--- src/rtl/prism_pkg.sv ---
// Shared constants and types for the PRISM input path: widths, in_data bit map,
// register addresses and the per-bit filter decision encoding.
package prism_pkg;

   localparam int PRISM_IN_W   = 8;
   localparam int PRISM_FCNT_W = 4;

   // Positions of the conditioned pins inside the PRISM in_data word
   localparam int PRISM_IN_BIT_LO = 0;
   localparam int PRISM_IN_BIT_HI = PRISM_IN_BIT_LO + PRISM_IN_W - 1;

   localparam logic [7:0] PRISM_ADDR_IN_COND  = 8'h1C;
   localparam logic [7:0] PRISM_ADDR_IN_FLAGS = 8'h20;

   typedef enum logic [1:0] {
      FILT_HOLD   = 2'd0,
      FILT_COUNT  = 2'd1,
      FILT_ACCEPT = 2'd2
   } filt_act_e;

endpackage

--- src/rtl/prism_in_filt_bit.sv ---
// One conditioned input bit: polarity sample, stability filter, edge pulses
// and sticky rise/fall flags with write-1-to-clear.
module prism_in_filt_bit
   import prism_pkg::*;
#(
   parameter int FCNT_W = PRISM_FCNT_W
) (
   input  logic              clk,
   input  logic              rst_n,
   input  logic              raw_bit,
   input  logic              inv_bit,
   input  logic [FCNT_W-1:0] filt_len,
   input  logic              flag_clr,
   output logic              cond_out,
   output logic              rise_pulse,
   output logic              fall_pulse,
   output logic              rise_flag,
   output logic              fall_flag,
   output logic              flag_nxt
);

   logic              samp_r;
   logic              cond_r;
   logic [FCNT_W-1:0] cnt_r;
   logic              rise_pulse_r;
   logic              fall_pulse_r;
   logic              rise_flag_r;
   logic              fall_flag_r;

   filt_act_e         act_s;
   logic              rise_set_s;
   logic              fall_set_s;
   logic              rise_flag_nxt_s;
   logic              fall_flag_nxt_s;

   // Filter decision; >= lets a lowered filt_len take effect mid-count
   always_comb begin
      act_s = FILT_HOLD;
      if (samp_r == cond_r) begin
         act_s = FILT_HOLD;
      end else if (cnt_r >= filt_len) begin
         act_s = FILT_ACCEPT;
      end else begin
         act_s = FILT_COUNT;
      end
   end

   // Edge detection and flag next state; a set beats a same-cycle clear
   always_comb begin
      rise_set_s      = (act_s == FILT_ACCEPT) &&  samp_r;
      fall_set_s      = (act_s == FILT_ACCEPT) && !samp_r;
      rise_flag_nxt_s = rise_set_s | (rise_flag_r & ~flag_clr);
      fall_flag_nxt_s = fall_set_s | (fall_flag_r & ~flag_clr);
   end

   // Sample, counter, level, pulse and flag registers
   always_ff @(posedge clk or negedge rst_n) begin
      if (!rst_n) begin
         samp_r       <= 1'b0;
         cond_r       <= 1'b0;
         cnt_r        <= '0;
         rise_pulse_r <= 1'b0;
         fall_pulse_r <= 1'b0;
         rise_flag_r  <= 1'b0;
         fall_flag_r  <= 1'b0;
      end else begin
         samp_r       <= raw_bit ^ inv_bit;
         rise_pulse_r <= rise_set_s;
         fall_pulse_r <= fall_set_s;
         rise_flag_r  <= rise_flag_nxt_s;
         fall_flag_r  <= fall_flag_nxt_s;
         case (act_s)
            FILT_HOLD:   cnt_r <= '0;
            FILT_COUNT:  cnt_r <= cnt_r + FCNT_W'(1);
            FILT_ACCEPT: begin
               cond_r <= samp_r;
               cnt_r  <= '0;
            end
            default:     cnt_r <= '0;
         endcase
      end
   end

   assign cond_out   = cond_r;
   assign rise_pulse = rise_pulse_r;
   assign fall_pulse = fall_pulse_r;
   assign rise_flag  = rise_flag_r;
   assign fall_flag  = fall_flag_r;
   assign flag_nxt   = rise_flag_nxt_s | fall_flag_nxt_s;

endmodule

--- src/rtl/prism_in_cond.sv ---
// PRISM input conditioner: WIDTH independent filter slices plus a registered
// interrupt summary that tracks the flag registers without extra delay.
module prism_in_cond
   import prism_pkg::*;
#(
   parameter int WIDTH  = PRISM_IN_W,
   parameter int FCNT_W = PRISM_FCNT_W
) (
   input  logic              clk,
   input  logic              rst_n,
   input  logic [WIDTH-1:0]  raw_in,
   input  logic [WIDTH-1:0]  inv_mask,
   input  logic [FCNT_W-1:0] filt_len,
   input  logic [WIDTH-1:0]  flag_clr,
   output logic [WIDTH-1:0]  cond_out,
   output logic [WIDTH-1:0]  rise_pulse,
   output logic [WIDTH-1:0]  fall_pulse,
   output logic [WIDTH-1:0]  rise_flag,
   output logic [WIDTH-1:0]  fall_flag,
   output logic              any_flag
);

   logic [WIDTH-1:0] flag_nxt_s;
   logic             any_flag_r;

   for (genvar i = 0; i < WIDTH; i++) begin : g_bit
      prism_in_filt_bit #(.FCNT_W(FCNT_W)) u_bit (
         .clk        (clk),
         .rst_n      (rst_n),
         .raw_bit    (raw_in[i]),
         .inv_bit    (inv_mask[i]),
         .filt_len   (filt_len),
         .flag_clr   (flag_clr[i]),
         .cond_out   (cond_out[i]),
         .rise_pulse (rise_pulse[i]),
         .fall_pulse (fall_pulse[i]),
         .rise_flag  (rise_flag[i]),
         .fall_flag  (fall_flag[i]),
         .flag_nxt   (flag_nxt_s[i])
      );
   end

   // Interrupt summary built from the flags' next state
   always_ff @(posedge clk or negedge rst_n) begin
      if (!rst_n) begin
         any_flag_r <= 1'b0;
      end else begin
         any_flag_r <= |flag_nxt_s;
      end
   end

   assign any_flag = any_flag_r;

endmodule

--- config.mk ---
export PLATFORM = sky130hd
export DESIGN_NAME = prism_in_cond
export DESIGN_NICKNAME = d
export VERILOG_FILES = /design/src/rtl/prism_pkg.sv /design/src/rtl/prism_in_filt_bit.sv /design/src/rtl/prism_in_cond.sv
export SDC_FILE = /design/constraint.sdc
export NUM_CORES = 1
export LEC_CHECK = 0
export BUFFER_PORTS_ARGS = -buffer_cell sky130_fd_sc_hd__buf_2
export CAP_MARGIN = 10
export CELL_PAD_IN_SITES_DETAIL_PLACEMENT = 0
export CELL_PAD_IN_SITES_GLOBAL_PLACEMENT = 2
export CORE_UTILIZATION = 38
export CTS_BUF_LIST = sky130_fd_sc_hd__clkbuf_2 sky130_fd_sc_hd__clkbuf_4 sky130_fd_sc_hd__clkbuf_8
export DETAILED_ROUTE_END_ITERATION = 6
export PLACE_DENSITY_LB_ADDON = 0.1
export SLEW_MARGIN = 20
export SYNTH_ARGS = -nofsm -noshare
export SYNTH_HDL_FRONTEND = slang
export SYNTH_SLANG_ARGS = --single-unit
--- constraint.sdc ---
create_clock -name clk -period 2.1 [get_ports clk]
set_input_delay 0.105 -clock clk [delete_from_list [all_inputs] [get_ports clk]]
set_output_delay 0.105 -clock clk [all_outputs]
set_load 0.05 [all_outputs]
# After elaboration in Yosys (flattened, before gate mapping)
# Cells that the tools add are included.
# W data, S select, Z words.
[op_classes]
n_mux = 24
reduce_logical = 25
bitwise_logic = 56
eq_ne = 24
addsub = 8
order_cmp = 8
[ops]
columns = ["cell", "count"]
rows = [
  ["$add A4 B1 Y4 const B", 8],
  ["$ge A4 B4 Y1", 8],
  ["$mux W2", 16],
  ["$mux W4", 8],
  ["$or A1 B1 Y1", 24],
  ["$and A1 B1 Y1", 16],
  ["$eq A2 B1 Y1 const B", 8],
  ["$eq A2 B2 Y1 const B", 8],
  ["$logic_and A1 B1 Y1", 16],
  ["$eq A1 B1 Y1", 8],
  ["$logic_not A1 Y1", 8],
  ["$not A1 Y1", 8],
  ["$reduce_or A8 Y1", 1],
  ["$xor A1 B1 Y1", 8],
]
[word_totals]
regBits = 81
out_inout_bits = 41
elab_cells = 202
input_bits = 30

# Depth between registers and ports, before layout
# Gate-level depths: netlist of run 1.
[logic_depth]
ltp_word = 8
mapped_depth = 7
depth_no_buf = 7

# Cells and area by module
# A second synthesis of run 1 with hierarchy kept.
[unflattened]
cells_unflattened = 380
hier_area_um2 = 4235.3
[modules_own_cells]
columns = ["module", "seq_area_each_um2", "instances", "cells_each", "area_each_um2"]
rows = [
  ["prism_in_filt_bit", 250.2, 8, 47, 524.3],
  ["prism_in_cond", 25.0, 1, 4, 41.3],
]

# Worst setup path after synthesis of run 1
# No wires, ideal clock.
[synth_path]
kind = "register to register"
startpoint = "reg g_bit[4].u_bit.cnt_r[0]"
endpoint = "reg any_flag_r (netlist: any_flag)"
required_time_ns = 1.962
path_slack_ns = 0.211
arrival_ns = 1.751
synth_period_minus_slack_ns = 1.889
path_stages_with_launch = 8
path_buffers = 0
cell_sequence = "dfrtp_1 > inv_1 > ha_1 > nor3b_2 > o21ai_2 > a2bb2oi_1 > nand4_1 > or4_1"
[synth_between]
elab_chain_len = 8
word_cells_on_any_way = 10
cone_classes = "order compare: 1; eq/ne: 1; mux: 2; bitwise: 3; reduce/logical: 3"
[synth_rtl]
columns = ["element", "line", "text"]
rows = [
  ["start, declared", "prism_in_filt_bit.sv:24", "logic [FCNT_W-1:0] cnt_r;"],
  ["start signal, assigned", "prism_in_filt_bit.sv:74", "FILT_COUNT: cnt_r <= cnt_r + FCNT_W'(1);"],
  ["$ge A4 B4 Y1 (*)", "prism_in_filt_bit.sv:41", "end else if (cnt_r >= filt_len) begin"],
  ["$mux W2 (*)", "prism_in_filt_bit.sv:41", ""],
  ["$mux W2 (*)", "prism_in_filt_bit.sv:39", "if (samp_r == cond_r) begin"],
  ["$eq A2 B2 Y1 (*)", "prism_in_filt_bit.sv:50, prism_in_filt_bit.sv:51", ""],
  ["$logic_and A1 B1 Y1 (on tied branches)", "prism_in_filt_bit.sv:50, prism_in_filt_bit.sv:51", ""],
  ["$or A1 B1 Y1 (on tied branches)", "prism_in_filt_bit.sv:52, prism_in_filt_bit.sv:53", ""],
  ["$or A1 B1 Y1 (*)", "prism_in_filt_bit.sv:89", "assign flag_nxt = rise_flag_nxt_s | fall_flag_nxt_s;"],
  ["$reduce_or A8 Y1 (*)", "prism_in_cond.sv:48", "any_flag_r <= |flag_nxt_s;"],
  ["end signal, assigned", "prism_in_cond.sv:48", ""],
  ["end, declared", "prism_in_cond.sv:24", "logic any_flag_r;"],
]
# Every way passes the cells marked *; elsewhere a longest branch is shown, timed or not.
# A chain may end at the register's enable or synchronous reset.

# Worst setup path in the final report of run 1
[layout_path]
startpoint = "reg g_bit[3].u_bit.cnt_r[0]"
endpoint = "reg any_flag_r (netlist: any_flag)"
[layout_between]
elab_chain_len = 8
word_cells_on_any_way = 10
cone_classes = "order compare: 1; eq/ne: 1; mux: 2; bitwise: 3; reduce/logical: 3"
[layout_rtl]
columns = ["element", "line"]
rows = [
  ["start, declared", "prism_in_filt_bit.sv:24"],
  ["start signal, assigned", "prism_in_filt_bit.sv:74"],
  ["$ge A4 B4 Y1 (*)", "prism_in_filt_bit.sv:41"],
  ["$mux W2 (*)", "prism_in_filt_bit.sv:41"],
  ["$mux W2 (*)", "prism_in_filt_bit.sv:39"],
  ["$eq A2 B2 Y1 (*)", "prism_in_filt_bit.sv:50, prism_in_filt_bit.sv:51"],
  ["$logic_and A1 B1 Y1 (on tied branches)", "prism_in_filt_bit.sv:50, prism_in_filt_bit.sv:51"],
  ["$or A1 B1 Y1 (on tied branches)", "prism_in_filt_bit.sv:52, prism_in_filt_bit.sv:53"],
  ["$or A1 B1 Y1 (*)", "prism_in_filt_bit.sv:89"],
  ["$reduce_or A8 Y1 (*)", "prism_in_cond.sv:48"],
]
# Marked as above.

==> results of run 1 <==
[through the flow]
stage / setup TNS, ps / std cells / util, %
final: 0 / 603 / 48.32
after CTS: 0 / 598 / 47.16
after detailed placement: -131.5 / 564 / 43.55
after global routing: -54.30 / 603 / 48.32
after floorplan: 0 / 377 / -
after global placement: -63.75 / 564 / 43.55
[cells in the mapped netlist]
library cell   n  area share, %
nand4_1        4           0.60
inv_1         51            4.6
mux2_2         8            2.2
nor2_1        32            2.9
nor2b_1       16            2.4
and2_2         2           0.36
o21ai_1        4           0.48
ha_1          40             12
buf_4         40            7.2
nor3b_1        1           0.18
a2bb2oi_1     13            2.7
o211ai_1       8            1.4
o21ai_2        4           0.84
nor3b_2        7            2.1
a21oi_1        8           0.96
or4_1          1           0.18
o21bai_1       8            1.4
xnor2_1        8            1.7
nand3_1        8           0.96
dfrtp_1       81             48
a2bb2oi_2      3            1.1
and2_1        14            2.1
xor2_1        16            3.3
[critical path, cell delays in order (launching register included)]
cell,delay [ps]
dfrtp_1,360
inv_1,50
ha_1,270
nor3b_2,190
o21ai_2,110
a2bb2oi_1,150
buf_4,140
nand4_1,90
or4_1,520
[repair_timing]
item                                    in CTS  in global routing
hold endpoints to repair                    48                  0
endpoints found under the setup margin       1                  1
pin swaps                                    1                 12
hold buffers                                17                  0
gates resized for setup                      1                 13
buffers inserted                             1                  5
[sequential cells by signal (all words and copies together), names as in the netlist]
signal,flops
any_flag,1
g_bit.u_bit.cnt_r,32
g_bit.u_bit.cond_out,8
g_bit.u_bit.fall_flag,8
g_bit.u_bit.fall_pulse,8
g_bit.u_bit.rise_flag,8
g_bit.u_bit.rise_pulse,8
g_bit.u_bit.samp_r,8
[path summary, 6_finish.rpt]
| kind | slack [ps] | start | endpoint | depth (start not counted) |
|---|---|---|---|---|
| max in group asynchronous | 1210 | rst_n | g_bit[6].u_bit.cond_out | 3 |
| min in group asynchronous | 280 | rst_n | g_bit[2].u_bit.rise_pulse | 2 |
| worst max-delay path | 90 | g_bit[3].u_bit.cnt_r[0] | any_flag | 8 |
| worst min-delay path | 70 | flag_clr[5] | g_bit[5].u_bit.rise_flag | 3 |
| worst min register to register | 530 | g_bit[6].u_bit.cnt_r[0] | g_bit[6].u_bit.cnt_r[0] | 2 |
| worst max register to register | 90 | g_bit[3].u_bit.cnt_r[0] | any_flag | 8 |
[cell type report]
class | count | area [um2] | share of cell area, %
inverter | 51 | 191.4 | 3.770
timing repair buffer | 114 | 738.2 | 14.54
sequential | 81 | 2027 | 39.92
clock buffer | 9 | 123.9 | 2.440
tap | 136 | 170.2 | 3.351
multi-input combinational | 205 | 1755 | 34.57
clock inverter | 7 | 71.32 | 1.405
[power breakdown]
group          switching [mW]  internal, mW
clock                   0.592         0.547
sequential              0.208          1.88
combinational            1.44         0.878
total                    2.24          3.31
[layout by cell type (no fill, tap or decap), types with 2 or more instances in the layout]
cell type | netlist | routed
ha_4 | 0 | 2
xnor2_1 | 8 | 8
clkinv_2 | 0 | 2
nand3_1 | 8 | 8
o211ai_1 | 8 | 8
a21oi_1 | 8 | 6
dlygate4sd3_1 | 0 | 17
o21bai_1 | 8 | 8
ha_1 | 40 | 38
a2bb2oi_2 | 3 | 10
xor2_1 | 16 | 16
nor2b_1 | 16 | 16
o21ai_2 | 4 | 6
inv_1 | 51 | 51
dfrtp_1 | 81 | 81
clkbuf_8 | 0 | 9
and2_1 | 14 | 14
and2_2 | 2 | 2
buf_2 | 0 | 69
buf_4 | 40 | 27
a21oi_2 | 0 | 2
nor3b_2 | 7 | 6
mux2_2 | 8 | 8
nor2_1 | 32 | 32
nand4_1 | 4 | 4
clkinvlp_4 | 0 | 3
a2bb2oi_1 | 13 | 6
o21ai_1 | 4 | 2
[per-layer routing]
layer	vias to the layer above	wire, um	global-route usage [%]
li1	1372	-	-
met1	1301	3527	18.54
met2	36	3752	25.94
met3	12	234	3.647
met4	0	125	5.577
met5	-	0	0
[logic make-up (layout without fill, tap and decap cells)]
group	Yosys count	in the layout	share of synthesized area, %
adders and majority gates	40	40	11.96
xor gates and xnor gates	24	24	5.024
DFF	81	81	48.44
buffers and inverters	91	181	11.75
muxes	8	8	2.153
and+or+nand+nor	85	85	11.72
AOI/OAI and AO/OA	48	48	8.941
==> results.ini, run 1 <==
[place]
port_buffers=70
dp_hpwl_um=5584
post-place-ws_ps=-131.5
place.gp.congestion=0.6680
post_dp_cell_area_um2=4577

[sta]
rsz0062_at_grt=yes
timing.final.crit_share_pct=95.62
whs_ps=73.38
post-route-min-period_ps=2008
skew_ps=6.555
finalMaxSlewViolations=0
fmax_ghz=0.4980
fin_ws_ps=91.89
finalSetupViolations=0
worstMarginPinSlew_ps=543.8
final_hold_viol_count=0
relSlewSlack_pct=63.74

[floorplanning]
start_util_pct=39.81
ios=71
fp.dieH_um=106.9
coreArea_um2=10510
die_x_um=106.9
dieArea_um2=11430
num_rows=37

[hold_path]
worstHoldPathType=in -> reg

[synthesis]
ys_ff_latch=81
yosysUniqueCellTypes=23
syn_inst=377
netlist_area_um2=4184
synth_seq_area_share_pct=48.44
yosys_warnings=0
syn_area_per_cell_um2=11.10
syn_nets=447

[grt]
grt_overflow=0
grt_pass1_wl_um=13350
grt_pass1_vias=2817
antenna_found_initial=0
grt.total_usage_pct=15.18
grt_max_degree=42

[pwr]
p_leak_nw=2.697
ir_drop_v=0.0004696
power_density_nw_per_um2=1093
total_power_mw=5.550

[clock_network]
h-tree-depth=3
numCtsBuffers=9
clk_latency_ps=350
cts_root_buffer=clkbuf_8
cts_max_path_buffers=2
cts.reportedPaths.clkPinSlew_ps=90
tritoncts=yes
cts_sinks=81

[critical_path]
cp_max_fo=3
cp-end-kind=flip-flop
crit_arrival_ps=2230
crit_type=reg -> reg
startpoint_type=flip-flop
cp.required_ps=2320

[outcome]
status=finished, final reports clean

[detailed_routing]
drt-initial-drc-count=37
remaining_drc_errors=0
vias_per_cell=4.512
wirelength_um=7640
detailedRoute.firstPassIterationCount=4
vias=2721
wire_per_inst_um=12.67
ant_nets=0

[layout]
diodes=0
fin_area_um2=5077
n_fill_cell=1003
area_growth_pct=21.35
nets=532
drive_gt1_share_pct=32.12

[job]
maxCapViolations=0

(Power assumes the default switching activity.)
==> run 2, diff against run 1 <==
--- a/config.mk
+++ b/config.mk
@@ -5,6 +5,7 @@
 export SDC_FILE = /design/constraint.sdc
 export NUM_CORES = 1
 export LEC_CHECK = 0
+export ABC_CLOCK_PERIOD_IN_PS = 2100
 export BUFFER_PORTS_ARGS = -buffer_cell sky130_fd_sc_hd__buf_2
 export CAP_MARGIN = 10
 export CELL_PAD_IN_SITES_DETAIL_PLACEMENT = 0
@@ -16,4 +17,5 @@
 export SLEW_MARGIN = 20
 export SYNTH_ARGS = -nofsm -noshare
 export SYNTH_HDL_FRONTEND = slang
+export SYNTH_HIERARCHICAL = 1
 export SYNTH_SLANG_ARGS = --single-unit
==> run 2 against run 1 <==
Effect of this change:
- clock skew increased by 2.6 ps
- clock-buffer cell count increased by 2
- via count grew 6.8%
- register-to-register slack better by 20 ps
- die area up 1.2%
- critical endpoint unchanged
- largest power group unchanged
- highest routed layer unchanged
==> results.ini, run 2 <==
[floorplanning]
die_x_um=107.6
ios=71
num_rows=38
fp.dieH_um=107.6
start_util_pct=39.07
coreArea_um2=10840
dieArea_um2=11570

[place]
dp_hpwl_um=5657
place.gp.congestion=0.7691
post-place-ws_ps=-85.70
post_dp_cell_area_um2=4791
dp_cells=596
port_buffers=70

[layout]
largest_reg_flops=32
final-instance-count-excl-fill=644
final_cell_mix=dfrtp_1, buf_2, inv_1, nor2_1, ha_1
diodes=0
area_growth_pct=26.47
multi_input_area_um2=1952
n_fill_cell=1026
post-route-util_pct=49.41
final_common_cell=dfrtp_1
fin_area_um2=5356
top_register=g_bit.u_bit/cnt_r
seqCellArea_um2=2027
drive_gt1_share_pct=27.58
nets=569

[detailed_routing]
vias=2907
remaining_drc_errors=0
wirelength_um=7968
vias_per_cell=4.514
wire_per_inst_um=12.37
ant_nets=0
drt-initial-drc-count=64
detailedRoute.firstPassIterationCount=4

[synthesis]
synth_common_cells=dfrtp_1, inv_1, nor2_1, ha_1, o22ai_1
synth_top_area_cell=dfrtp_1
async_reset_ff_share_pct=100.0
yosysUniqueCellTypes=19
ys_ff_latch=81
synth_flop_cell=dfrtp_1
synth_top_area_share_pct=47.86
syn_area_per_cell_um2=11.15
synth_edf_count=0
synth_seq_area_share_pct=47.86
synthTopCellsByArea=dfrtp_1, ha_1, a2111oi_4
syn_nets=450
netlist_area_um2=4235
synth_most_common_cell=dfrtp_1
syn_inst=380
yosys_warnings=6

[pwr]
p_leak_nw=2.803
power_density_nw_per_um2=1190
ir_drop_v=0.0005558

[hold_path]
worstHoldPathType=in -> async

[sta]
timing.final.crit_share_pct=94.68
rsz0062_at_grt=yes
fin_ws_ps=111.7
relSlewSlack_pct=73.79
whs_ps=151.9
finalMaxSlewViolations=0
skew_ps=9.200
finalSetupViolations=0
worstMarginPinSlew_ps=389.1
final_hold_viol_count=0
fmax_ghz=0.5029
post-route-min-period_ps=1988

[clock_network]
h-tree-depth=3
tritoncts=yes
cts_max_path_buffers=2
cts_sinks=81
clk_latency_ps=350
cts.reportedPaths.clkPinSlew_ps=90
numCtsBuffers=9
cts_root_buffer=clkbuf_8

[critical_path]
rr_worst_depth=8
cp_max_fo=4
startpoint_type=flip-flop
crit_arrival_ps=2220
cp.required_ps=2330
crit_type=reg -> reg
cp-end-kind=flip-flop

[job]
maxCapViolations=0

[grt]
grt_max_degree=49
grt_pass1_wl_um=13490
grt_overflow=0
grt.total_usage_pct=15.24
antenna_found_initial=0
grt_pass1_vias=2882

[outcome]
status=finished, final reports clean

==> run 2: cell types whose count changed in the layout (fill, tap and decap cells not counted), sizes merged, moves of 9 or more <==
cell	before	now
o22ai	0	24
nand2b	0	24
nor2b	16	0
a2bb2oi	16	0
nor2	32	56
and2	16	0
nand2	0	9
==> run 2: area by class of cell <==
cell class / instances / share of cell area [%]
clock buffers: 11 / 2.593
clock inverters: 5 / 1.495
well taps: 140 / 3.270
multi-input cells: 235 / 36.44
repair buffers: 116 / 14.44
inverters: 56 / 3.924
flip-flops and latches: 81 / 37.84
==> run 2: final timing paths <==
check,start,end,slack [ps]
min in group clk,inv_mask[6],g_bit[6].u_bit/samp_r,470
hold reg to reg,g_bit[3].u_bit/cnt_r[0],g_bit[3].u_bit/cnt_r[0],490
setup reg to reg,g_bit[3].u_bit/cnt_r[0],any_flag,110
setup / recovery,g_bit[3].u_bit/cnt_r[0],any_flag,110
max in group asynchronous,rst_n,g_bit[4].u_bit/cnt_r[0],1410
hold / removal,rst_n,g_bit[1].u_bit/cond_out,150
==> run 2: what timing repair did <==
item	4_1_cts	5_1_grt
pin swaps	1	13
setup buffers	1	6
endpoints found under the setup margin	1	1
gates cloned	0	0
hold buffers	25	0
resized for setup	2	7
hold endpoints to repair	105	0
==> run 2: routing by layer <==
layer	vias up	GRT usage, %	share of wire (%)
met5	-	0	0
met4	0	6.751	1.7
met3	10	3.329	4.1
met2	63	23.81	44
met1	1353	20.20	50
li1	1481	-	-
==> run 2: report_power, final <==
group | internal (mW) | leakage, nW | total [mW] | switching (mW)
combinational | 1.31 | 1.62 | 2.93 | 1.62
clock | 0.695 | 0.106 | 1.26 | 0.563
sequential | 1.91 | 1.07 | 2.19 | 0.273
total | 3.92 | 2.80 | 6.38 | 2.46
==> run 2: kinds of logic after synthesis <==
family | after synthesis | share of synthesized area [%]
compound gates | 48 | 11.11
xor+xnor | 24 | 4.963
fa+ha+maj | 40 | 11.82
buf+inv | 64 | 7.090
flops | 81 | 47.86
mux | 8 | 2.836
simple gates | 115 | 14.33
==> run 2: worst max-delay path, cell delays in order (launching register included) <==
cell and delay, ps:
dfrtp_1 390, inv_1 50, ha_1 270, nand2b_4 150, a2111oi_4 350, or2_4 180, o22ai_1 120, nor4_4 300
nand2_2 80
==> run 2: metrics by stage <==
step	setup TNS, ps	power [mW]
2_1_floorplan	0	4.343
3_3_place_gp	-94.35	4.953
3_5_place_dp	-85.70	4.981
4_1_cts	0	6.375
5_1_grt	-0.8900	6.846
6_report	0	6.376
